<file path="config.mk">
export PLATFORM = sky130hd
export DESIGN_NAME = camera_pattern_gen
export DESIGN_NICKNAME = d
export VERILOG_FILES = /design/src/rtl/camgen_pkg.sv /design/src/rtl/camgen_pclk_div.sv /design/src/rtl/camera_pattern_gen.sv
export SDC_FILE = /design/constraint.sdc
export NUM_CORES = 1
export LEC_CHECK = 0
export ABC_AREA = 1
export BUFFER_PORTS_ARGS = -buffer_cell sky130_fd_sc_hd__buf_4
export CORE_MARGIN = 2
export CORE_UTILIZATION = 50
export CTS_CLUSTER_SIZE = 14
export DETAILED_ROUTE_END_ITERATION = 10
export PLACE_DENSITY = 0.68
export SYNTH_ARGS = -nofsm -noshare
export SYNTH_HDL_FRONTEND = slang
export SYNTH_SLANG_ARGS = --single-unit
</file>
<file path="constraint.sdc">
create_clock -name clock -period 1.7 [get_ports clock]
set_input_delay 0.17 -clock clock [delete_from_list [all_inputs] [get_ports clock]]
set_output_delay 0.17 -clock clock [all_outputs]
set_load 0.005 [all_outputs]
</file>
<file path="src/rtl/camgen_pkg.sv">
// Shared definitions for the camera pattern generator.
//   state_e : frame FSM states (IDLE, VBLANK, ACTIVE, HBLANK)
//   mode_e  : test pattern encodings
//   cnt_w   : counter width for a range of n values (never narrower than 1 bit)
package camgen_pkg;

  typedef enum logic [1:0] {
    IDLE   = 2'd0,
    VBLANK = 2'd1,
    ACTIVE = 2'd2,
    HBLANK = 2'd3
  } state_e;

  typedef enum logic [1:0] {
    MODE_COUNT = 2'd0,
    MODE_HRAMP = 2'd1,
    MODE_CHECK = 2'd2,
    MODE_CONST = 2'd3
  } mode_e;

  function automatic int unsigned cnt_w(input int unsigned n);
    return (n <= 1) ? 1 : $clog2(n);
  endfunction

endpackage

</file>
<file path="src/rtl/camgen_pclk_div.sv">
// Pixel clock divider.
//   clock, reset : system clock, asynchronous active-low reset
//   run          : high while the frame FSM is out of IDLE
//   pclk         : pixel clock, toggles every CLK_DIV clocks while run, held 0 otherwise
//   fall_tick    : one-clock pulse on the cycle whose edge drives pclk low
module camgen_pclk_div
  import camgen_pkg::*;
#(
  parameter int unsigned CLK_DIV = 2
) (
  input  logic clock,
  input  logic reset,
  input  logic run,
  output logic pclk,
  output logic fall_tick
);

  localparam int unsigned DIV_W = cnt_w(CLK_DIV);
  localparam logic [DIV_W-1:0] TERM = DIV_W'(CLK_DIV - 1);

  logic [DIV_W-1:0] cnt_q, cnt_d;
  logic             half_q, half_d;
  logic             pclk_q, pclk_d;
  logic             terminal;

  // Idle preload (terminal count, high half) makes the first running cycle a fall event, so the
  // first pixel period starts one clock after leaving IDLE.
  always_comb begin
    terminal  = (cnt_q == TERM);
    fall_tick = run && terminal && half_q;
    cnt_d     = cnt_q;
    half_d    = half_q;
    pclk_d    = pclk_q;
    if (!run) begin
      cnt_d  = TERM;
      half_d = 1'b1;
      pclk_d = 1'b0;
    end else if (terminal) begin
      cnt_d  = '0;
      half_d = ~half_q;
      pclk_d = ~half_q;
    end else begin
      cnt_d = cnt_q + DIV_W'(1);
    end
  end

  always_ff @(posedge clock or negedge reset) begin
    if (!reset) begin
      cnt_q  <= TERM;
      half_q <= 1'b1;
      pclk_q <= 1'b0;
    end else begin
      cnt_q  <= cnt_d;
      half_q <= half_d;
      pclk_q <= pclk_d;
    end
  end

  assign pclk = pclk_q;

endmodule

</file>
<file path="src/rtl/camera_pattern_gen.sv">
// DVP-style camera stimulus source: pclk/hsync/vsync/data with programmable geometry and four
// test patterns (counter, horizontal ramp, checkerboard, constant).
//   clock, reset : system clock, asynchronous active-low reset
//   enable       : run request; sampled in IDLE and at the end of each frame
//   mode         : pattern select, latched at frame start
//   pclk         : pixel clock, data valid on its rising edge
//   hsync, vsync : line/frame qualifiers
//   output_data  : pixel value, 0 outside active pixels
//   frame_done   : one-clock pulse as the last pixel period of a frame ends
// Build option: define CAMGEN_FRAME_TAG_EN to replace the first active pixel of each frame with
// the low bits of a 16-bit frame counter.
module camera_pattern_gen
  import camgen_pkg::*;
#(
  parameter int unsigned DATA_W      = 8,
  parameter int unsigned H_ACTIVE    = 160,
  parameter int unsigned H_BLANK     = 140,
  parameter int unsigned V_ACTIVE    = 120,
  parameter int unsigned V_BLANK     = 10,
  parameter int unsigned VSYNC_LINES = 2,
  parameter int unsigned CLK_DIV     = 2
) (
  input  logic              clock,
  input  logic              reset,
  input  logic              enable,
  input  logic [1:0]        mode,
  output logic              pclk,
  output logic              hsync,
  output logic              vsync,
  output logic [DATA_W-1:0] output_data,
  output logic              frame_done
);

  localparam int unsigned H_TOTAL = H_ACTIVE + H_BLANK;
  localparam int unsigned V_TOTAL = V_BLANK + V_ACTIVE;
  localparam int unsigned COL_W   = cnt_w(H_TOTAL);
  localparam int unsigned ROW_W   = cnt_w(V_TOTAL);
  localparam logic [COL_W-1:0] COL_LAST = COL_W'(H_TOTAL - 1);
  localparam logic [ROW_W-1:0] ROW_LAST = ROW_W'(V_TOTAL - 1);
  localparam logic [DATA_W-1:0] CONST_VAL = {{(DATA_W/2){1'b1}}, {(DATA_W/2){1'b0}}};

  state_e            state_q, state_d;
  mode_e             mode_q, mode_d;
  logic [ROW_W-1:0]  row_q, row_d;
  logic [COL_W-1:0]  col_q, col_d;
  logic              first_q, first_d;
  logic [DATA_W-1:0] pcount_q, pcount_d;
  logic              hsync_q, hsync_d, vsync_q, vsync_d, done_q, done_d;
  logic [DATA_W-1:0] data_q, data_d;
  logic              fall_tick, present;
  logic [DATA_W-1:0] pat;
`ifdef CAMGEN_FRAME_TAG_EN
  logic [15:0]       fcount_q;
`endif

  camgen_pclk_div #(
    .CLK_DIV(CLK_DIV)
  ) u_pclk_div (
    .clock    (clock),
    .reset    (reset),
    .run      (state_q != IDLE),
    .pclk     (pclk),
    .fall_tick(fall_tick)
  );

  // row/col name the pixel currently on the bus; first_q marks that the first pixel of a
  // frame entered from IDLE has not been put on the bus yet.
  always_comb begin
    state_d  = state_q;
    mode_d   = mode_q;
    row_d    = row_q;
    col_d    = col_q;
    first_d  = first_q;
    pcount_d = pcount_q;
    hsync_d  = hsync_q;
    vsync_d  = vsync_q;
    data_d   = data_q;
    done_d   = 1'b0;
    present  = 1'b0;
    pat      = '0;

    unique case (state_q)
      IDLE: begin
        if (enable) begin
          state_d  = VBLANK;
          row_d    = '0;
          col_d    = '0;
          first_d  = 1'b1;
          mode_d   = mode_e'(mode);
          pcount_d = '0;
        end
      end
      VBLANK, ACTIVE, HBLANK: begin
        if (fall_tick) begin
          if (first_q) begin
            first_d = 1'b0;
            present = 1'b1;
          end else if (state_q == HBLANK && row_q == ROW_LAST && col_q == COL_LAST) begin
            done_d   = 1'b1;
            row_d    = '0;
            col_d    = '0;
            pcount_d = '0;
            if (enable) begin
              state_d = VBLANK;
              mode_d  = mode_e'(mode);
              present = 1'b1;
            end else begin
              state_d = IDLE;
              hsync_d = 1'b0;
              vsync_d = 1'b0;
              data_d  = '0;
            end
          end else begin
            present = 1'b1;
            col_d   = (col_q == COL_LAST) ? '0 : col_q + COL_W'(1);
            row_d   = (col_q == COL_LAST) ? row_q + ROW_W'(1) : row_q;
            case (state_q)
              VBLANK: if (col_q == COL_LAST && row_q == ROW_W'(V_BLANK - 1)) state_d = ACTIVE;
              ACTIVE: if (col_q == COL_W'(H_ACTIVE - 1)) state_d = HBLANK;
              HBLANK: if (col_q == COL_LAST) state_d = ACTIVE;
              default: state_d = state_q;
            endcase
          end
        end
      end
    endcase

    unique case (mode_q)
      MODE_COUNT: pat = pcount_q;
      MODE_HRAMP: pat = DATA_W'(col_d);
      MODE_CHECK: pat = (((32'(col_d) ^ (32'(row_d) - V_BLANK)) & 32'd8) != 32'd0) ? '1 : '0;
      MODE_CONST: pat = CONST_VAL;
    endcase
`ifdef CAMGEN_FRAME_TAG_EN
    if (row_d == ROW_W'(V_BLANK) && col_d == '0) pat = DATA_W'(fcount_q);
`endif

    if (present) begin
      hsync_d = (state_d == ACTIVE);
      vsync_d = (32'(row_d) < VSYNC_LINES);
      data_d  = (state_d == ACTIVE) ? pat : '0;
      // Counter advances on every active pixel, including a tagged one.
      if (state_d == ACTIVE) pcount_d = pcount_q + DATA_W'(1);
    end
  end

  always_ff @(posedge clock or negedge reset) begin
    if (!reset) begin
      state_q  <= IDLE;
      mode_q   <= MODE_COUNT;
      row_q    <= '0;
      col_q    <= '0;
      first_q  <= 1'b0;
      pcount_q <= '0;
      hsync_q  <= 1'b0;
      vsync_q  <= 1'b0;
      data_q   <= '0;
      done_q   <= 1'b0;
    end else begin
      state_q  <= state_d;
      mode_q   <= mode_d;
      row_q    <= row_d;
      col_q    <= col_d;
      first_q  <= first_d;
      pcount_q <= pcount_d;
      hsync_q  <= hsync_d;
      vsync_q  <= vsync_d;
      data_q   <= data_d;
      done_q   <= done_d;
    end
  end

`ifdef CAMGEN_FRAME_TAG_EN
  always_ff @(posedge clock or negedge reset) begin
    if (!reset) begin
      fcount_q <= '0;
    end else if (done_d) begin
      fcount_q <= fcount_q + 16'd1;
    end
  end
`endif

  assign hsync       = hsync_q;
  assign vsync       = vsync_q;
  assign output_data = data_q;
  assign frame_done  = done_q;

endmodule
</file>
==> reports/qor.yml <==
final_common_cell: "buf_4"
overflow: 0
synth_top_flop_cell: "dfrtp_1"
grt_usage_pct: 28.5
antenna_cells: 0
drc: 0
worstSetupPathType: "flip-flop to flip-flop"
root_buffer: "clkbuf_8"
critPathArrivalTime_ns: 2.32
fin_crit_sh_pct: 125
ys_async_sr_fraction_pct: 100
path_clk_slew_ns: 0.08
ys_warn_count: 0
worstMarginPinSlew_ns: 0.588
cts_inserted_buffers: 5
use_met3_pct: 4.02
fin_skew_ns: 0.0122
numPortBuffers: 16
period_needed_ns: 2.13
p_leak_nw: 2.26
holdPathEnd: "mode_q[1]"
drtIter0Drc: 256
cp_slowest_cell: "dfrtp_1"
reg2reg_setup_slack_ns: -0.43
die_w_um: 78.4
hp-start: "mode[1]"
wl_per_cell_um: 16.9
fin_ws_ns: -0.427
cap_viol_max_count: 0
start_util_pct: 50.9
rsz0062_at_grt: "yes"
crit_top_cell: "nor2_4"
drive_above_1_share_pct: 49.6
worstPathCellList: "ha_4 > nand2_4 > nor2_4 > nand2_4 > buf_12 > nor2_4 > a21oi_2 > a21oi_1 > and2_4 > nand2_8 > buf_8 > nor2_4 > nand2_1 > o21ai_1 > inv_1"
cts_buffer_depth: 2
stdcell_count: 578
critPathMaxStageDelay_ns: 0.41
hold_path_class: "primary input to flip-flop"
clkLatencyLatePin_ns: 0.30
areaGrowthSynthToFinish_pct: 60.1
dieArea_um2: 6150
nFillCells: 318
multi_input_area_um2: 1810
r2r-end: "pcount_q[4]"
mostFrequentLayoutCells: "119 x buf_4, 69 x nand2_1, 45 x inv_1"
io_pins: 17
cts_tree: "yes"
synthesis.nets: 379
viasPerCell: 5.48
hold_violations: 0
status: "finished, violations left"
synth_edf_count: 0
power_w: 0.00300
register_area_um2: 1100
p_per_area_nw_per_um2: 675
relSlewSlack_pct: 60.8
violations: "negative setup slack"
ir_worst_vdd_uv: 527
netlist_area_um2: 2770
place_congestion: 0.881
worstSetupEndpointType: "flip-flop"
dr.pass1.iters: 7
finalMaxSlewViolations: 0
grt_first_pass_wirelength_mm: 13.6
cts.sinks: 44
synth_cell_type_count: 37
finalSetupViolations: 23
rows: 27
yosysSeqAreaShare_pct: 39.8
ant_nets: 0
crit_path_max_fanout: 8
max_freq_mhz: 470
dp_hpwl_mm: 5.86
grt_max_degree: 45
use_met1_pct: 33.9
coreArea_um2: 5440
r2r-start: "col_q[1]"
grt_pass1_vias: 2928
grt_use_met2_pct: 50.7
grt-busiest-layer: "met2"
required_ns: 1.89
vias: 3166
fin_nets: 515
routed_wl_mm: 9.77
dp.cells: 535
grt_antenna_before_repair: 0
fp.dieH_um: 78.4
start_kind: "flip-flop"
r2r_cells: 15
synth_cells: 370
synth-seq-cells: 44
htree_levels: 2
whs_ns: 0.0785
hold_depth: 3
synth.avg_cell_area_um2: 7.49
[cells in the mapped netlist (2+ instances only)]
library cell | count | area [um2]
ha_1 | 4 | 50.1
nor2_1 | 51 | 191
xnor2_1 | 2 | 17.5
inv_1 | 49 | 184
nand3_4 | 3 | 52.6
nor3_1 | 5 | 25.0
clkinv_1 | 2 | 7.51
o21ai_1 | 8 | 40.0
nand2_2 | 11 | 68.8
nand2_1 | 78 | 293
o22ai_1 | 4 | 25.0
dfrtp_1 | 42 | 1050
nor2_2 | 5 | 31.3
nand2_4 | 4 | 45.0
a21oi_1 | 16 | 80.1
o21ai_0 | 18 | 90.1
inv_2 | 11 | 41.3
nand3_1 | 23 | 115
xor2_1 | 2 | 17.5
buf_6 | 2 | 22.5
dfstp_2 | 2 | 52.6
nor2_4 | 5 | 56.3
nand3b_1 | 2 | 15.0
nand3_2 | 4 | 40.0
nand4_1 | 5 | 31.3
[worst max-delay path, delay by kind of cell, from the launching register on]
| kind | cells | cell delay (ns) |
|---|---|---|
| adder cells (fa/ha/maj) | 1 | 0.16 |
| flip-flops | 1 | 0.41 |
| AO/OA/AOI/OAI | 3 | 0.28 |
| buffers and inverters | 3 | 0.34 |
| AND/OR/NAND/NOR | 8 | 0.82 |
[flip-flops by register name (all words and copies together) (netlist names), 2 cells and up, named ones only]
signal and flops:
state_q 2, row_q 7, col_q 9, pcount_q 8, mode_q 2, output_data 8
[worst max-delay path by stage]
stage	from	end	slack, ns	cells past startpoint
3_5_place_dp	row_q[4]	pcount_q[5]	-0.34	12
2_1_floorplan	u_pclk_div.cnt_q	output_data[6]	-0.09	15
6_report	col_q[1]	pcount_q[4]	-0.43	15
4_1_cts	col_q[1]	output_data[6]	-0.29	17
3_3_place_gp	u_pclk_div.cnt_q	output_data[4]	-0.30	14
5_1_grt	col_q[7]	pcount_q[4]	-0.55	15
[kinds of logic (layout without fill, tap and decap cells)]
family,count (synthesis),after routing,synth area share (%)
simple gates,202,202,37.8
flops,44,44,39.8
buf+inv,65,201,9.35
compound gates,51,51,9.89
fa+ha+maj,4,4,1.81
xor+xnor,4,4,1.26
[per-layer routing]
metal	vias to the layer above	share of wire (%)	routed length (um)
met1	1543	40	3860
met2	131	51	5010
met3	36	4.8	471
met5	-	0	0
met4	0	4.4	432
li1	1456	-	-
[power breakdown]
part           total, W  switching (W)  internal, W
Combinational  0.000829       0.000457     0.000372
Clock          0.000957       0.000378     0.000579
Sequential      0.00121      0.0000760      0.00113
[through the flow]
stage	instance area, um2	setup WS [ns]	utilization [%]	TNS (ns)
finish	4440	-0.427	81.6	-6.49
global route	4440	-0.547	81.6	-9.46
CTS	4050	-0.285	74.4	-4.52
detailed placement	3600	-0.339	66.3	-5.53
global placement	3600	-0.301	66.3	-4.57
floorplan	2790	-0.0940	-	-0.939
[cell type report]
cell class                      instances  area share, %
Inverter                               62           5.36
Clock inverter                          2           1.35
Timing Repair Buffer                  132           24.1
Sequential cell                        44           24.9
Multi-Input combinational cell        261           40.7
Tap cell                               72           2.03
Clock buffer                            5           1.55
[what timing repair did]
item | CTS | global route
hold buffers | 1 | 0
endpoints found under the setup margin | 25 | 32
buffers inserted | 18 | 18
gates resized for setup | 40 | 62
hold endpoints to repair | 42 | 0
pin swaps | 12 | 18
cloned | 0 | 0
Note: power is estimated with default switching activity, not from simulation.
